==> config.mk <==
export PLATFORM = sky130hd
export DESIGN_NAME = sram_port_arbiter
export DESIGN_NICKNAME = d
export VERILOG_FILES = /design/src/rtl/sram_port_arbiter.sv
export SDC_FILE = /design/constraint.sdc
export NUM_CORES = 1
export LEC_CHECK = 0
export BUFFER_PORTS_ARGS = -buffer_cell sky130_fd_sc_hd__buf_2
export CAP_MARGIN = 20
export CORE_ASPECT_RATIO = 0.7
export CORE_MARGIN = 2
export CORE_UTILIZATION = 32
export DETAILED_ROUTE_END_ITERATION = 10
export GPL_TIMING_DRIVEN = 0
export PLACE_DENSITY = 0.63
export SLEW_MARGIN = 20
export SYNTH_ARGS = -nofsm -noshare
export SYNTH_HDL_FRONTEND = slang
export SYNTH_SLANG_ARGS = --single-unit
==> constraint.sdc <==
create_clock -name clk -period 2.27 [get_ports clk]
set_input_delay 0.454 -clock clk [delete_from_list [all_inputs] [get_ports clk]]
set_output_delay 0.454 -clock clk [all_outputs]
set_load 0.1 [all_outputs]
==> src/rtl/sram_port_arbiter.sv <==
// Arbitrates one 1-cycle-latency single-port SRAM between the fetch and load/store ports.
// Optional macro ARB_ROUND_ROBIN_EN: round-robin conflict resolution instead of data priority plus starvation guard.
module sram_port_arbiter #(
  parameter int ADDR_W   = 32,
  parameter int DATA_W   = 32,
  parameter int MAX_WAIT = 4
) (
  input  logic                  clk,
  input  logic                  rst,
  input  logic                  inst_req,
  input  logic [ADDR_W-1:0]     inst_addr,
  output logic                  inst_gnt,
  output logic                  inst_rvalid,
  output logic [DATA_W-1:0]     inst_rdata,
  input  logic                  data_req,
  input  logic [DATA_W/8-1:0]   data_wen,
  input  logic [ADDR_W-1:0]     data_addr,
  input  logic [DATA_W-1:0]     data_wdata,
  output logic                  data_gnt,
  output logic                  data_rvalid,
  output logic [DATA_W-1:0]     data_rdata,
  output logic                  sram_en,
  output logic [DATA_W/8-1:0]   sram_wen,
  output logic [ADDR_W-1:0]     sram_addr,
  output logic [DATA_W-1:0]     sram_wdata,
  input  logic [DATA_W-1:0]     sram_rdata,
  output logic                  stallreq
);

  typedef enum logic [1:0] {OWN_NONE, OWN_INST, OWN_DATA} owner_t;

  owner_t              r_owner;
  logic [DATA_W-1:0]   r_inst_hold;
  logic [DATA_W-1:0]   r_data_hold;
  logic                w_prefer_inst;
  logic                w_inst_gnt;
  logic                w_data_gnt;
  logic                w_conflict;

  assign w_conflict = inst_req & data_req;

`ifdef ARB_ROUND_ROBIN_EN
  // Last conflict winner; resets to inst so data takes the first conflict.
  logic r_last_inst;

  assign w_prefer_inst = ~r_last_inst;

  always_ff @(posedge clk) begin
    if (rst)
      r_last_inst <= 1'b1;
    else if (w_conflict)
      r_last_inst <= w_inst_gnt;
  end
`else
  localparam logic [3:0] LP_MAX = 4'(MAX_WAIT);
  logic [3:0] r_wait_cnt;

  assign w_prefer_inst = (r_wait_cnt == LP_MAX);

  always_ff @(posedge clk) begin
    if (rst)
      r_wait_cnt <= '0;
    else if (!inst_req || w_inst_gnt)
      r_wait_cnt <= '0;
    else if (r_wait_cnt != LP_MAX)
      r_wait_cnt <= r_wait_cnt + 4'd1;
  end
`endif

  assign w_inst_gnt = inst_req & (~data_req | w_prefer_inst);
  assign w_data_gnt = data_req & ~w_inst_gnt;

  assign inst_gnt = w_inst_gnt;
  assign data_gnt = w_data_gnt;
  assign stallreq = (inst_req & ~w_inst_gnt) | (data_req & ~w_data_gnt);
  assign sram_en  = w_inst_gnt | w_data_gnt;

  always_comb begin
    sram_addr  = '0;
    sram_wen   = '0;
    sram_wdata = '0;
    if (w_data_gnt) begin
      sram_addr  = data_addr;
      sram_wen   = data_wen;
      sram_wdata = data_wdata;
    end else if (w_inst_gnt) begin
      sram_addr  = inst_addr;
    end
  end

  always_ff @(posedge clk) begin
    if (rst) begin
      r_owner     <= OWN_NONE;
      r_inst_hold <= '0;
      r_data_hold <= '0;
    end else begin
      if (r_owner == OWN_INST) r_inst_hold <= sram_rdata;
      if (r_owner == OWN_DATA) r_data_hold <= sram_rdata;
      if (w_inst_gnt)
        r_owner <= OWN_INST;
      else if (w_data_gnt && (data_wen == '0))
        r_owner <= OWN_DATA;
      else
        r_owner <= OWN_NONE;
    end
  end

  // A response owed across a reset edge is dropped, including during the reset cycle.
  assign inst_rvalid = (r_owner == OWN_INST) & ~rst;
  assign data_rvalid = (r_owner == OWN_DATA) & ~rst;
  assign inst_rdata  = inst_rvalid ? sram_rdata : r_inst_hold;
  assign data_rdata  = data_rvalid ? sram_rdata : r_data_hold;

endmodule

==> results.txt <==
H-tree Lvls: 3
Syn Std Cell Area: 3670 um2
Cells after synthesis: 331
Syn_area_per_cell: 11.1 um2
Initial antenna violation count: 0
Area growth syn-to-layout: 133%
Grt ovf: 0
Seq pwr share: 26.4%
Crit. End Element: output port
Largest net degree at the start of global routing: 13
Die H: 93.6 um
Pint: 3040 uW
Root Driver: clkbuf_16
Die W: 132 um
Predominant post-synthesis flop cell: dfxtp_1
Min-Delay Startpoint: sram_rdata[5]
Routability cong.: 0.828
TNS Setup: -9.55 ns
Most area-consuming cells after synthesis: dfxtp_1, a22o_1, mux2_2, mux2_4, and2_1
Post-synth EDFFs: 0
FF-to-FF End: r_owner[0]$_SDFF_PP0_
Fin crit period: 2.46 ns
Netlist cell types: 26
CP Max Fanout: 8
Yosys top cell area share: 38.1%
Endpoints failing hold: 0
Top-count cell post-synth: a22o_1
Min-delay worst type: in2reg
Outcome: finished with violations
Clock latency on the worst-skew pair: 0.32 ns
Core area: 11,100 um2
# setup viols final: 79
CTS Buf Count: 9
Clock sink count: 70
Warnings from Yosys: 0
Num ports: 274
Final net count: 786
Max Cap Viol: 0
Asr flop ratio synth: 0%
Sequential share of the synthesized area: 38.1%
Final worst setup slack: -0.191 ns
Fill cells: 624
Vias in the first global route: 4,270
Total nets after synthesis: 469
Hold Slack: 0.388 ns
Drc violations: 0
Reg clk slew, reported paths: 0.06 ns
Slew Limit Headroom: 65.0%
TritonCTS clock tree: done
Cell accounting for the most synthesized area: dfxtp_1
Flop-to-flop setup slack: 0.52 ns
Worst r2r path cells: 9
Port Buffer Count: 273
Via count: 4,219
Peak VDD IR: 320 uV
Psw: 1760 uW
Drt first-iter violations: 207
Worst slew pin tran: 0.525 ns
Antenna viol nets, final: 0
Failing checks: negative setup slack
Vias per cell: 5.23
Final wirelength: 18.0 mm
Combinational power share: 41.5%
Hold Path End: r_data_hold[5]$_SDFFE_PP0N_
DR WL/cell: 22.3 um
CTS max path bufs: 2
Final Slew Violations: 0
Critical R2R Launch: r_wait_cnt[0]$_SDFFE_PP0P_
Worst Setup SP: r_wait_cnt[0]$_SDFFE_PP0P_
PD cells: 561 nW/um2
Clock Power Share: 32.1%
Fin crit share: 108%
Kind of critical path: reg2out
Hold Crit Depth: 2
TritonRoute pass-1 iters: 4
Sw Share: 36.7%
Top cells by count, synth: a22o_1, dfxtp_1, and2_1, mux2_2, mux2_4
Hold Buf Count CTS: 0
First-pass GRT wire length: 24.8 mm
RSZ-0062 raised after global routing: true
Worst EP required: 1.82 ns
Arrival time at the worst endpoint: 2.01 ns
Floorplan row count: 32
Crit path launch type: flip-flop
Initial Utilization: 33.1%
ANT cells: 0
FF+latch count, synth: 70
Share of layout cells above drive strength 1: 76.6%
P_leak: 0.00395 uW
Fmax: 406 MHz
Hpwl dp: 10.7 mm
Worst Skew: 0.00333 ns
Die area: 12,400 um2
Total track usage: 26.3%
==> kinds of logic after synthesis <==
family          synth area share (%)
compound gates                  23.7
buf+inv                         6.54
fa+ha+maj                      0.681
mux                             21.9
simple gates                    8.96
flops                           38.1
==> registers in the layout, summed over array words and instances, names as in the netlist <==
| register | cells |
|---|---|
| r_inst_hold | 32 |
| r_wait_cnt | 4 |
| r_data_hold | 32 |
| r_owner | 2 |
==> critical path, stage by stage, from the launching register on <==
cell	delay, ns
dfxtp_2	0.34
inv_2	0.05
ha_4	0.15
and3b_2	0.23
o21a_1	0.21
buf_12	0.16
buf_8	0.14
a22o_4	0.24
buf_12	0.17
==> per-stage QoR <==
stage          std cells  worst slack [ns]  cell area (um2)  util (%)  power (uW)
6_report             806            -0.191             8560      77.2        4810
5_1_grt              806            -0.235             8560      77.2        4940
4_1_cts              790            -0.145             7620      68.7        4680
3_5_place_dp         757            -0.256             5330      48.1        2680
3_3_place_gp         757            -0.234             5330      48.1        2670
2_1_floorplan        331            0.0313             3770         -        2380
==> layout by cell type (no fill, tap or decap), drive strengths merged, types with 2 or more instances in the layout <==
cell type and n:
clkbuf 17, nor3 4, a21oi 4, nand2 2, nor2 6, clkinv 2, bufinv 2, a22o 96
mux2 64, dfxtp 70, buf 331, inv 8, ha 2, and2 36
==> timing repair <==
item	in CTS	in global routing
endpoints found under the setup margin	130	134
pin swaps	7	14
setup buffers	12	9
cloned	5	7
gates resized for setup	471	215
==> per-layer routing <==
layer | part of all wire [%] | up-vias | wire length, um | GRT usage, %
met4 | 2.1 | 0 | 382 | 8.79
li1 | - | 1896 | - | -
met2 | 50 | 214 | 9080 | 44.0
met1 | 41 | 2080 | 7320 | 32.6
met3 | 6.9 | 29 | 1240 | 7.75
met5 | 0 | - | 0 | 0
==> power by group through the flow <==
stage	Clock, uW	Combinational, uW	Sequential [uW]
2_1_floorplan	0	1080	1290
3_3_place_gp	0	1370	1290
3_5_place_dp	0	1380	1290
4_1_cts	1560	1850	1270
5_1_grt	1630	2040	1270
6_report	1540	2000	1270
==> worst max-delay path by stage <==
stage / end / slack (ns)
after floorplan: sram_wdata[13] / 0.03
after global placement: sram_addr[31] / -0.23
after detailed placement: sram_addr[11] / -0.26
after CTS: sram_addr[11] / -0.15
after global routing: sram_addr[11] / -0.23
final: sram_addr[4] / -0.19
==> final cells by class <==
cell class	instances	area (um2)	share of cell area, %
clock buffers	11	253	2.95
multi-input cells	222	2530	29.6
clock inverters	5	81.3	0.950
flip-flops and latches	70	1410	16.5
repair buffers	306	3690	43.1
well taps	153	191	2.24
plain buffers	31	368	4.30
inverters	8	35.0	0.409
No activity file was read; power rests on OpenSTA's default activity.
